[src/rtl/alu_issue_pkg.sv]
// Shared types for the execute-stage operand issuer: ALU op codes, operand sources,
// opcode constants and the registered issue entry.
package alu_issue_pkg;

   localparam int XLEN = 64;

   typedef enum logic [4:0] {
      ALU_ADD, ALU_SUB, ALU_SLL, ALU_SLT, ALU_SLTU, ALU_XOR, ALU_SRL, ALU_SRA,
      ALU_OR, ALU_AND, ALU_ADDW, ALU_SUBW, ALU_SLLW, ALU_SRLW, ALU_SRAW,
      ALU_LUI, ALU_AUIPC
   } alu_op_enum;

   typedef enum logic [1:0] {SRC_A_RS1, SRC_A_PC, SRC_A_ZERO} alu_src_a_enum;
   typedef enum logic [1:0] {SRC_B_RS2, SRC_B_IMM_I, SRC_B_SHAMT, SRC_B_IMM_U} alu_src_b_enum;

   localparam logic [6:0] OPC_OP      = 7'b0110011;
   localparam logic [6:0] OPC_OP32    = 7'b0111011;
   localparam logic [6:0] OPC_OPIMM   = 7'b0010011;
   localparam logic [6:0] OPC_OPIMM32 = 7'b0011011;
   localparam logic [6:0] OPC_LUI     = 7'b0110111;
   localparam logic [6:0] OPC_AUIPC   = 7'b0010111;

   typedef struct packed {
      logic [XLEN-1:0] alu_a;
      logic [XLEN-1:0] alu_b;
      alu_op_enum      alu_op;
      logic [4:0]      rd;
      logic            rd_we;
      logic            illegal;
   } issue_t;

   localparam issue_t ISSUE_RST = '{alu_a: '0, alu_b: '0, alu_op: ALU_ADD,
                                    rd: 5'd0, rd_we: 1'b0, illegal: 1'b0};

   function automatic logic [XLEN-1:0] sext12(input logic [11:0] imm12);
      return {{(XLEN-12){imm12[11]}}, imm12};
   endfunction

endpackage

[src/rtl/alu_issue_if.sv]
// Issue channel: upstream valid/ready entry (inst + operands) and the ALU-side entry.
interface alu_issue_if
   import alu_issue_pkg::*;
();
   logic            flush;
   logic            in_valid;
   logic            in_ready;
   logic [31:0]     inst;
   logic [XLEN-1:0] pc;
   logic [XLEN-1:0] rs1_data;
   logic [XLEN-1:0] rs2_data;
   logic            out_valid;
   logic            out_ready;
   logic [XLEN-1:0] alu_a;
   logic [XLEN-1:0] alu_b;
   alu_op_enum      alu_op;
   logic [4:0]      rd;
   logic            rd_we;
   logic            illegal;

   modport master (
      output flush, in_valid, inst, pc, rs1_data, rs2_data, out_ready,
      input  in_ready, out_valid, alu_a, alu_b, alu_op, rd, rd_we, illegal
   );

   modport slave (
      input  flush, in_valid, inst, pc, rs1_data, rs2_data, out_ready,
      output in_ready, out_valid, alu_a, alu_b, alu_op, rd, rd_we, illegal
   );
endinterface

[src/rtl/alu_issue_decode.sv]
// Combinational integer decode: inst -> ALU op, operand sources, formatted immediate.
// Unsupported encodings become an ADD of zero/zero with illegal set and no writeback.
module alu_decode
   import alu_issue_pkg::*;
(
   input  logic [31:0]     inst,
   output alu_op_enum      alu_op,
   output alu_src_a_enum   src_a,
   output alu_src_b_enum   src_b,
   output logic [XLEN-1:0] imm,
   output logic            rd_we,
   output logic            illegal
);
   logic [2:0] f3;
   logic [6:0] f7;
   logic       alt;
   logic       bad;
   logic       unused_rs1;

   assign f3         = inst[14:12];
   assign f7         = inst[31:25];
   assign alt        = (f7 == 7'b0100000);
   assign unused_rs1 = ^inst[19:15];

   always_comb begin
      alu_op = ALU_ADD;
      src_a  = SRC_A_RS1;
      src_b  = SRC_B_RS2;
      imm    = sext12(inst[31:20]);
      bad    = 1'b0;
      case (inst[6:0])
         OPC_OP: begin
            bad = !(f7 == 7'd0 || (alt && (f3 == 3'b000 || f3 == 3'b101)));
            case (f3)
               3'b000:  alu_op = alt ? ALU_SUB : ALU_ADD;
               3'b001:  alu_op = ALU_SLL;
               3'b010:  alu_op = ALU_SLT;
               3'b011:  alu_op = ALU_SLTU;
               3'b100:  alu_op = ALU_XOR;
               3'b101:  alu_op = alt ? ALU_SRA : ALU_SRL;
               3'b110:  alu_op = ALU_OR;
               default: alu_op = ALU_AND;
            endcase
         end
         OPC_OP32: begin
            case (f3)
               3'b000:  alu_op = alt ? ALU_SUBW : ALU_ADDW;
               3'b001:  alu_op = ALU_SLLW;
               3'b101:  alu_op = alt ? ALU_SRAW : ALU_SRLW;
               default: bad = 1'b1;
            endcase
            if (!(f7 == 7'd0 || (alt && f3 != 3'b001))) bad = 1'b1;
         end
         OPC_OPIMM: begin
            src_b = SRC_B_IMM_I;
            case (f3)
               3'b000:  alu_op = ALU_ADD;
               3'b010:  alu_op = ALU_SLT;
               3'b011:  alu_op = ALU_SLTU;
               3'b100:  alu_op = ALU_XOR;
               3'b110:  alu_op = ALU_OR;
               3'b001: begin
                  alu_op = ALU_SLL;
                  src_b  = SRC_B_SHAMT;
                  imm    = {58'd0, inst[25:20]};
               end
               3'b101: begin
                  alu_op = inst[30] ? ALU_SRA : ALU_SRL;
                  src_b  = SRC_B_SHAMT;
                  imm    = {58'd0, inst[25:20]};
               end
               default: alu_op = ALU_AND;
            endcase
         end
         OPC_OPIMM32: begin
            src_b = SRC_B_IMM_I;
            case (f3)
               3'b000: alu_op = ALU_ADDW;
               3'b001: begin
                  alu_op = ALU_SLLW;
                  src_b  = SRC_B_SHAMT;
                  imm    = {59'd0, inst[24:20]};
                  bad    = (f7 != 7'd0);
               end
               3'b101: begin
                  alu_op = inst[30] ? ALU_SRAW : ALU_SRLW;
                  src_b  = SRC_B_SHAMT;
                  imm    = {59'd0, inst[24:20]};
                  bad    = !(f7 == 7'd0 || alt);
               end
               default: bad = 1'b1;
            endcase
         end
         // U-type field sits at the top of b; the ALU picks the slice it needs.
         OPC_LUI: begin
            alu_op = ALU_LUI;
            src_a  = SRC_A_ZERO;
            src_b  = SRC_B_IMM_U;
            imm    = {inst[31:12], 44'd0};
         end
         OPC_AUIPC: begin
            alu_op = ALU_AUIPC;
            src_a  = SRC_A_PC;
            src_b  = SRC_B_IMM_U;
            imm    = {inst[31:12], 44'd0};
         end
         default: bad = 1'b1;
      endcase
      if (bad) begin
         alu_op = ALU_ADD;
         src_a  = SRC_A_ZERO;
         src_b  = SRC_B_IMM_I;
         imm    = '0;
      end
   end

   assign illegal = bad;
   assign rd_we   = !bad && (inst[11:7] != 5'd0);

endmodule

[src/rtl/alu_issue.sv]
// Operand issuer: decode + operand mux into a 1-cycle registered ALU slot; flush drops all.
// ALU_ISSUE_SKID_EN: two-entry skid with registered in_ready; otherwise one register, comb in_ready.
module alu_issue
   import alu_issue_pkg::*;
(
   input logic        clk,
   input logic        rst,
   alu_issue_if.slave bus
);
   alu_op_enum      dec_op;
   alu_src_a_enum   dec_src_a;
   alu_src_b_enum   dec_src_b;
   logic [XLEN-1:0] dec_imm;
   logic            dec_rd_we;
   logic            dec_illegal;
   issue_t          in_ent;
   issue_t          main_q;
   logic            main_vld;
   logic            in_fire;

   alu_decode u_decode (
      .inst    (bus.inst),
      .alu_op  (dec_op),
      .src_a   (dec_src_a),
      .src_b   (dec_src_b),
      .imm     (dec_imm),
      .rd_we   (dec_rd_we),
      .illegal (dec_illegal)
   );

   always_comb begin
      in_ent = ISSUE_RST;
      case (dec_src_a)
         SRC_A_PC:   in_ent.alu_a = bus.pc;
         SRC_A_ZERO: in_ent.alu_a = '0;
         default:    in_ent.alu_a = bus.rs1_data;
      endcase
      in_ent.alu_b   = (dec_src_b == SRC_B_RS2) ? bus.rs2_data : dec_imm;
      in_ent.alu_op  = dec_op;
      in_ent.rd      = bus.inst[11:7];
      in_ent.rd_we   = dec_rd_we;
      in_ent.illegal = dec_illegal;
   end

   assign in_fire = bus.in_valid && bus.in_ready && !bus.flush;

`ifdef ALU_ISSUE_SKID_EN
   issue_t skid_q;
   logic   skid_vld;

   // in_ready comes straight from a flop so out_ready never reaches it.
   assign bus.in_ready = !skid_vld;

   always_ff @(posedge clk) begin
      if (rst) begin
         main_vld <= 1'b0;
         skid_vld <= 1'b0;
         main_q   <= ISSUE_RST;
         skid_q   <= ISSUE_RST;
      end else if (bus.flush) begin
         main_vld <= 1'b0;
         skid_vld <= 1'b0;
      end else if (!main_vld || bus.out_ready) begin
         if (skid_vld) begin
            main_q   <= skid_q;
            main_vld <= 1'b1;
            skid_vld <= 1'b0;
         end else begin
            main_vld <= in_fire;
            if (in_fire) main_q <= in_ent;
         end
      end else if (in_fire) begin
         skid_q   <= in_ent;
         skid_vld <= 1'b1;
      end
   end
`else
   assign bus.in_ready = !main_vld || bus.out_ready;

   always_ff @(posedge clk) begin
      if (rst) begin
         main_vld <= 1'b0;
         main_q   <= ISSUE_RST;
      end else if (bus.flush) begin
         main_vld <= 1'b0;
      end else if (bus.in_ready) begin
         main_vld <= in_fire;
         if (in_fire) main_q <= in_ent;
      end
   end
`endif

   assign bus.out_valid = main_vld;
   assign bus.alu_a     = main_q.alu_a;
   assign bus.alu_b     = main_q.alu_b;
   assign bus.alu_op    = main_q.alu_op;
   assign bus.rd        = main_q.rd;
   assign bus.rd_we     = main_q.rd_we;
   assign bus.illegal   = main_q.illegal;

endmodule

[src/flat_wrapper.sv]
// flat-port wrapper written by rule: the top's interface ports become plain ports
module alu_issue_flat import alu_issue_pkg::*;
  (clk, rst, bus_flush, bus_in_valid, bus_inst, bus_pc, bus_rs1_data, bus_rs2_data, bus_out_ready, bus_in_ready, bus_out_valid, bus_alu_a, bus_alu_b, bus_alu_op, bus_rd, bus_rd_we, bus_illegal);
  alu_issue_if bus_i ();
  input logic clk;
  input logic rst;
  input wire logic [$bits(bus_i.flush)-1:0] bus_flush;
  input wire logic [$bits(bus_i.in_valid)-1:0] bus_in_valid;
  input wire logic [$bits(bus_i.inst)-1:0] bus_inst;
  input wire logic [$bits(bus_i.pc)-1:0] bus_pc;
  input wire logic [$bits(bus_i.rs1_data)-1:0] bus_rs1_data;
  input wire logic [$bits(bus_i.rs2_data)-1:0] bus_rs2_data;
  input wire logic [$bits(bus_i.out_ready)-1:0] bus_out_ready;
  output wire logic [$bits(bus_i.in_ready)-1:0] bus_in_ready;
  output wire logic [$bits(bus_i.out_valid)-1:0] bus_out_valid;
  output wire logic [$bits(bus_i.alu_a)-1:0] bus_alu_a;
  output wire logic [$bits(bus_i.alu_b)-1:0] bus_alu_b;
  output wire logic [$bits(bus_i.alu_op)-1:0] bus_alu_op;
  output wire logic [$bits(bus_i.rd)-1:0] bus_rd;
  output wire logic [$bits(bus_i.rd_we)-1:0] bus_rd_we;
  output wire logic [$bits(bus_i.illegal)-1:0] bus_illegal;
  assign bus_i.flush = bus_flush;
  assign bus_i.in_valid = bus_in_valid;
  assign bus_i.inst = bus_inst;
  assign bus_i.pc = bus_pc;
  assign bus_i.rs1_data = bus_rs1_data;
  assign bus_i.rs2_data = bus_rs2_data;
  assign bus_i.out_ready = bus_out_ready;
  assign bus_in_ready = bus_i.in_ready;
  assign bus_out_valid = bus_i.out_valid;
  assign bus_alu_a = bus_i.alu_a;
  assign bus_alu_b = bus_i.alu_b;
  assign bus_alu_op = bus_i.alu_op;
  assign bus_rd = bus_i.rd;
  assign bus_rd_we = bus_i.rd_we;
  assign bus_illegal = bus_i.illegal;
  alu_issue u_core (.clk(clk), .rst(rst), .bus(bus_i));
endmodule
[config.mk]
export PLATFORM = sky130hd
export DESIGN_NAME = alu_issue_flat
export DESIGN_NICKNAME = d
export VERILOG_FILES = /design/src/rtl/alu_issue_pkg.sv /design/src/rtl/alu_issue_if.sv /design/src/rtl/alu_issue_decode.sv /design/src/rtl/alu_issue.sv /design/src/flat_wrapper.sv
export SDC_FILE = /design/constraint.sdc
export NUM_CORES = 1
export LEC_CHECK = 0
export ABC_AREA = 1
export ABC_CLOCK_PERIOD_IN_PS = 3700
export BUFFER_PORTS_ARGS = -buffer_cell sky130_fd_sc_hd__buf_4
export CORE_ASPECT_RATIO = 1.1
export CORE_MARGIN = 1
export CORE_UTILIZATION = 40
export DETAILED_ROUTE_END_ITERATION = 8
export PLACE_DENSITY = 0.73
export SETUP_SLACK_MARGIN = 0.15
export SYNTH_ARGS = -nofsm -noshare
export SYNTH_HDL_FRONTEND = slang
export SYNTH_HIERARCHICAL = 1
export SYNTH_SLANG_ARGS = --single-unit
[constraint.sdc]
create_clock -name clk -period 3.7 [get_ports clk]
set_clock_uncertainty 0.15 [all_clocks]
set_input_delay 0.185 -clock clk [delete_from_list [all_inputs] [get_ports clk]]
set_output_delay 0.185 -clock clk [all_outputs]
set_load 0.01 [all_outputs]
### Yosys cells after proc, flatten, opt, wreduce, memory -nomap -nowiden

Cells that the tools add are included.

* bits in writable memories: 0
* word-level logic and storage cells: 78
* latch bits: 0
* bits in registers: 141
* memories: 0
* input port bits: 229
* ROM bits: 0
* output and inout bits: 142

* add/subtract/negate cells: 0
* multiply operators: 0
* shift-type cells: 0
* div/mod/pow operators: 0
* $lt $le $gt $ge: 0
* reductions and logical operators: 27
* muxes and demuxes: 27
* bitwise operators: 1
* eq/ne operators: 16

Operator list (count)
* 64-bit 2-to-1 mux: 4
* 64-bit one-hot mux with 3 select lines: 1
* 64-bit one-hot mux with 2 select lines: 1
* 4-bit one-hot mux with 7 select lines: 2
* 5-bit one-hot mux with 6 select lines: 1
* 7-bit by 6-bit equality test with 1-bit output, second input constant: 4
* 4-bit one-hot mux with 3 select lines: 2
* 7-bit by 5-bit equality test with 1-bit output, second input constant: 3
* 2-bit 2-to-1 mux: 5
* 3-bit equality test, second input constant: 3
* 2-bit one-hot mux with 2 select lines: 2
* 2-bit OR reduction: 4
* 7-bit zero test: 1
* 7-bit nonzero test: 1
* 3-bit by 2-bit equality test with 1-bit output, second input constant: 2
* 1-bit 2-to-1 mux: 6
* 3-bit OR reduction: 2
* 1-bit logical AND: 5
* 1-bit zero test: 5
* 1-bit logical OR: 5
* 5-bit 2-to-1 mux: 1
* 5-bit nonzero test: 1
* 1-bit one-hot mux with 4 select lines: 1
* 3-bit by 1-bit equality test with 1-bit output, second input constant: 1
* 8 further kinds: 8

### Longest topological paths before layout

* depth in word-level cells: 9
* mapped depth: 18
* gate-level depth less buffers: 16

### Hierarchy

Netlist, hierarchy kept.

Modules (own cells, without submodules)
* alu_issue: area each 7364.6 um^2, cells each 1293, times used 1, seq. area each 2822.7 um^2
* alu_decode: area each 1236.2 um^2, cells each 253, times used 1, seq. area each 0.0 um^2

### Least setup slack after synthesis

OpenSTA, ideal clock, no wires.

* kind: input -> register
* from: input port bus_inst[14]
* to: register u_core.main_q (netlist bit u_core/bus.alu_b[43])
* data arrival time: 2.575 ns
* stages on the path: 14
* setup time: 0.064 ns
* buffers on the path: 3
* setup slack: 0.911 ns
* data required time: 3.486 ns
* path through: buf_2 -> nor2_1 -> nand3_1 -> a21oi_1 -> nor2_1 -> nor2_4 -> nand3_2 -> buf_2 -> nor2_1 -> buf_4 -> nand2_1 -> nand2_1 -> nor2_1 -> nor2_1

* elaborated cells on any way between the ends: 25
* classes of those cells: eq/ne: 3; mux: 12; reduce/logical: 10

RTL lines
* from (decl): RTL line flat_wrapper.sv:9 `input wire logic [$bits(bus_i.inst)-1:0] bus_inst;`
* branches (longest 6 deep; another with 1-bit one-hot mux with 4 select lines)
* 64-bit 2-to-1 mux (*): RTL line alu_issue_decode.sv:109 `if (bad) begin`
* via u_core.dec_imm[43]: RTL line alu_issue.sv:13 `logic [XLEN-1:0] dec_imm;`
* 64-bit 2-to-1 mux (*): RTL line alu_issue.sv:38 `in_ent.alu_b = (dec_src_b == SRC_B_RS2) ? bus.rs2_data : dec_imm;`
* to (signal assigned): RTL line alu_issue.sv:88 `if (in_fire) main_q <= in_ent;`
* to (decl): RTL line alu_issue.sv:17 `issue_t main_q;`

Mark *: on every way through the listed nets, which the timed path passes.
A chain may end at the register's enable or synchronous reset.

### Final worst setup path

* from: input port bus_inst[2]
* to: register u_core.main_q (netlist bit u_core/bus.alu_a[32])

* word-level cells in the longest chain between the ends: 6
* elaborated cells on any way between the ends: 13
* classes of those cells: eq/ne: 8; mux: 4; reduce/logical: 1

RTL lines
* 7-bit by 5-bit equality test with 1-bit output or 7-bit by 6-bit equality test with 1-bit output (tied branches): RTL line alu_issue_decode.sv:31 `case (inst[6:0])`
* 3-bit OR reduction (no line)
* 1-bit one-hot mux with 4 select lines: RTL line alu_issue_decode.sv:31
* 2-bit 2-to-1 mux (*): RTL line alu_issue_decode.sv:109
* via u_core.dec_src_a[1]: RTL line alu_issue.sv:11 `alu_src_a_enum dec_src_a;`
* 2-bit equality test or 2-bit by 1-bit equality test with 1-bit output (tied branches): RTL line alu_issue.sv:33 `case (dec_src_a)`
* 64-bit one-hot mux with 2 select lines (*): RTL line alu_issue.sv:33

The timed path passes the listed nets; every way through them passes the cells marked *.

==> results.py <==
metrics = {
    "yosys": {
        "synth_warnings": 6,
        "synth-edff-count": 0,
        "synth_area_leaders": "dfxtp_1 33%, nand2_1 27%, nor2_1 15%",
        "synth_ff_type": "dfxtp_1",
        "postSynthAreaPerCell_sq_um": 5.56,
        "yosysSeqAreaShare": 0.328,
        "synth_top_area_share": 0.328,
        "yosysTopAreaCell": "dfxtp_1",
        "synth_xor_area_frac": 0,
        "ys_ff_latch": 141,
        "async_flop_share": 0,
        "post-synth-top-count-cell": "nand2_1",
        "synthAdderAreaFrac": 0.00145,
        "synth_top_family_by_area": "simple AND/OR/NAND/NOR gates",
        "synth_simple_gate_area_frac": 0.501,
        "synth-compound-area-share": 0.0170,
        "netlist_instances": 1546,
        "synth_cell_types": 30,
        "syn_area_sq_um": 8600,
        "synth_nets": 1776,
        "yosys-top-cells-count": "630 x nand2_1, 337 x nor2_1, 162 x inv_1",
        "synth.mux.area_fraction": 0,
    },
    "setup_path": {
        "cp_num_cells": 18,
        "critical_path_class": "in2reg",
        "r2r_slack_ns": 0.93,
        "cpMostUsedCell": "nand2_1",
        "end_kind": "flip-flop",
        "critPathBufInv": 6,
        "timing.rr.end": "u_core/bus.rd[4]",
        "startpoint_type": "input port",
        "reg2reg_depth": 6,
        "crit_chain": "buf_4, inv_2, nand2_1, nor2_2, nand2_1, nand2_1, nor2_1, nor2_4, nand4_1, inv_1, ha_2, inv_2, buf_12, nand3_1, nand2_1, dlygate4sd3_1, nor2_1, nor2_1",
        "r2r-start": "u_core/bus.out_valid",
        "worstPathRequired_ns": 3.91,
        "critPathMaxStageDelay_ns": 0.56,
        "crit_slowest_cell": "dlygate4sd3_1",
        "critPathMaxFanout": 54,
        "critPathArrivalTime_ns": 3.21,
        "cp_top_family": "buffers and inverters",
    },
    "detailed_routing": {
        "drt-initial-drc-count": 696,
        "avgViaCountPerCell": 4.67,
        "num_vias": 10900,
        "wl_per_cell_um": 13.9,
        "wl_mm": 32.3,
        "drtAntennaViolNets": 0,
        "detail_route.first_pass.iterations": 8,
        "drc": 0,
    },
    "placement": {
        "place_hpwl_mm": 20.5,
        "portBuffers": 370,
        "place_congestion": 0.893,
    },
    "cts": {
        "insertion_delay_ns": 0.42,
        "cts_buffer_depth": 2,
        "htree_num_levels": 4,
        "path_clk_slew_ns": 0.07,
        "clock_sinks": 141,
        "cts_root_buf": "clkbuf_16",
        "cts_buffers": 17,
        "cts_hold_buf": 201,
        "cts_resized": 0,
        "cts_setup_buffers": 0,
        "cts_tree": "yes",
    },
    "min_path": {
        "min_path_cells": 5,
        "whs_endpoint": "u_core/bus.alu_a[62]",
        "min_path_type": "in2reg",
        "worstHoldStart": "bus_pc[62]",
    },
    "power_and_ir_drop": {
        "switching_power_w": 0.00127,
        "power.leakage_nw": 7.79,
        "seqPwrFrac": 0.377,
        "swShare": 0.289,
        "p_int_w": 0.00313,
        "clock_power_share": 0.401,
        "comb_power_share": 0.223,
        "power_density_nw_per_um2": 318,
        "ir_drop_mv": 0.307,
    },
    "layout": {
        "fillers": 1743,
        "area_growth_pct": 61.0,
        "multiInputGateArea_sq_um": 4490,
        "seqCellArea_sq_um": 2820,
        "nets": 2263,
        "post_route_cells_drive_above_1_share": 0.220,
    },
    "floorplanning": {
        "ios": 371,
        "core_sq_um": 20900,
        "die_w_um": 142,
        "rows": 55,
        "die_area_sq_um": 22100,
        "die_h_um": 156,
        "start_util": 0.412,
    },
    "timing": {
        "rsz0062_at_grt": "false",
        "finalCritPeriodShare": 0.812,
        "fin_crit_ns": 3.00,
        "fmax_ghz": 0.333,
        "max_slew_margin": 0.385,
        "final.setup.tns_ns": 0,
        "finalSetupViolations": 0,
        "slew_violations": 0,
        "final-hold-violation-count": 0,
        "finalHoldWorstSlack_ns": 0.0339,
        "tightest_slew_ns": 0.922,
    },
    "global_route": {
        "grt_max_degree": 153,
        "antenna_found_initial": 5,
        "grt_pass1_wl_mm": 50.6,
        "track_usage": 0.289,
        "grt_pass1_vias": 10400,
        "grt-ovfl-total": 0,
    },
    "outcome": {
        "run_status": "finished clean",
    },
    "flow_run": {
        "maxCapViolations": 0,
    },
}
## cells in the final DEF, fill, tap and decap left out
master,Yosys,layout
a211oi_1,1,1
a21oi_1,16,16
a31oi_1,1,1
and3_1,1,1
buf_12,0,2
buf_4,33,385
bufinv_16,0,2
clkbuf_1,22,2
clkbuf_16,0,17
clkinv_1,2,2
clkinv_4,0,2
clkinvlp_4,0,4
dfxtp_1,141,141
diode_2,0,2
dlygate4sd3_1,0,201
ha_2,0,1
inv_1,162,161
inv_2,7,7
inv_4,0,1
inv_6,0,3
inv_8,0,2
nand2_1,630,629
nand2_2,1,2
nand2_8,0,1
nand3_1,91,91
nand3_2,2,2
nand4_1,4,4
nor2_1,337,335
nor2_2,13,14
nor2_4,3,4
nor2_8,1,1
nor3_1,2,2
nor3b_1,1,1
o211a_1,1,1
o211ai_1,2,2
o21ai_0,4,4
o21bai_1,1,1
## worst register-to-register path, cell delays in order (launching register included)
cell,delay (ns)
dfxtp_1,0.35
nand2_2,0.24
nand2_8,0.66
buf_4,0.48
nand2_1,0.09
a21oi_1,0.15
dlygate4sd3_1,0.57
## layer usage
metal	up-vias	share of wire	track usage
li1	5492	-	-
met1	4822	0.38	0.301
met2	461	0.48	0.500
met3	111	0.096	0.104
met4	6	0.047	0.166
met5	-	0.0011	0
## power by group through the flow
stage | clock network [W] | registers, W | logic (W)
6_report | 0.00176 | 0.00166 | 0.000980
5_1_grt | 0.00186 | 0.00167 | 0.00107
4_1_cts | 0.00179 | 0.00166 | 0.000965
3_5_place_dp | 0 | 0.00169 | 0.000820
3_3_place_gp | 0 | 0.00169 | 0.000811
2_1_floorplan | 0 | 0.00173 | 0.000365
## state kept, by name (all words and copies together), names as in the netlist
register and cells:
u_core/bus.alu_a 64, u_core/bus.alu_b 64, u_core/bus.alu_op 5, u_core/bus.rd 5, u_core/bus.illegal 1, u_core/bus.out_valid 1
u_core/bus.rd_we 1
## per-stage QoR
step / worst slack, ns / utilization / instances / power [W] / cell area, sq um
floorplan: 0.911 / - / 1546 / 0.00210 / 8600
global placement: 1.03 / 0.539 / 2098 / 0.00250 / 11200
detailed placement: 0.976 / 0.539 / 2098 / 0.00251 / 11200
CTS: 0.875 / 0.664 / 2331 / 0.00441 / 13800
global route: 0.531 / 0.664 / 2332 / 0.00460 / 13800
finish: 0.697 / 0.664 / 2333 / 0.00440 / 13800
## cell type report
cell class | instances | area share
clock inverter | 13 | 0.0113
timing repair buffer | 588 | 0.357
clock buffer | 19 | 0.0313
inverter | 171 | 0.0465
sequential | 141 | 0.204
multi-input combinational | 1114 | 0.324
antenna | 2 | 0.000361
tap | 285 | 0.0257
## cells by family (layout without fill, tap and decap cells)
| group | Yosys count | in the layout |
|---|---|---|
| buf+inv | 291 | 791 |
| fa+ha+maj | 1 | 1 |
| simple gates | 1087 | 1087 |
| compound gates | 26 | 26 |
| flops | 141 | 141 |
| other cells | 0 | 2 |
## how the worst max path moves through the flow
| stage | to | startpoint | slack, ns |
|---|---|---|---|
| after floorplan | u_core/bus.alu_b[43] | bus_inst[14] | 0.91 |
| after global routing | u_core/bus.alu_a[20] | bus_inst[2] | 0.53 |
| after detailed placement | u_core/bus.alu_a[16] | bus_inst[2] | 0.98 |
| after CTS | u_core/bus.alu_a[16] | bus_inst[2] | 0.87 |
| final | u_core/bus.alu_a[32] | bus_inst[2] | 0.70 |
| after global placement | u_core/bus.alu_a[3] | bus_inst[2] | 1.03 |
No activity file was read; power rests on OpenSTA's default activity.
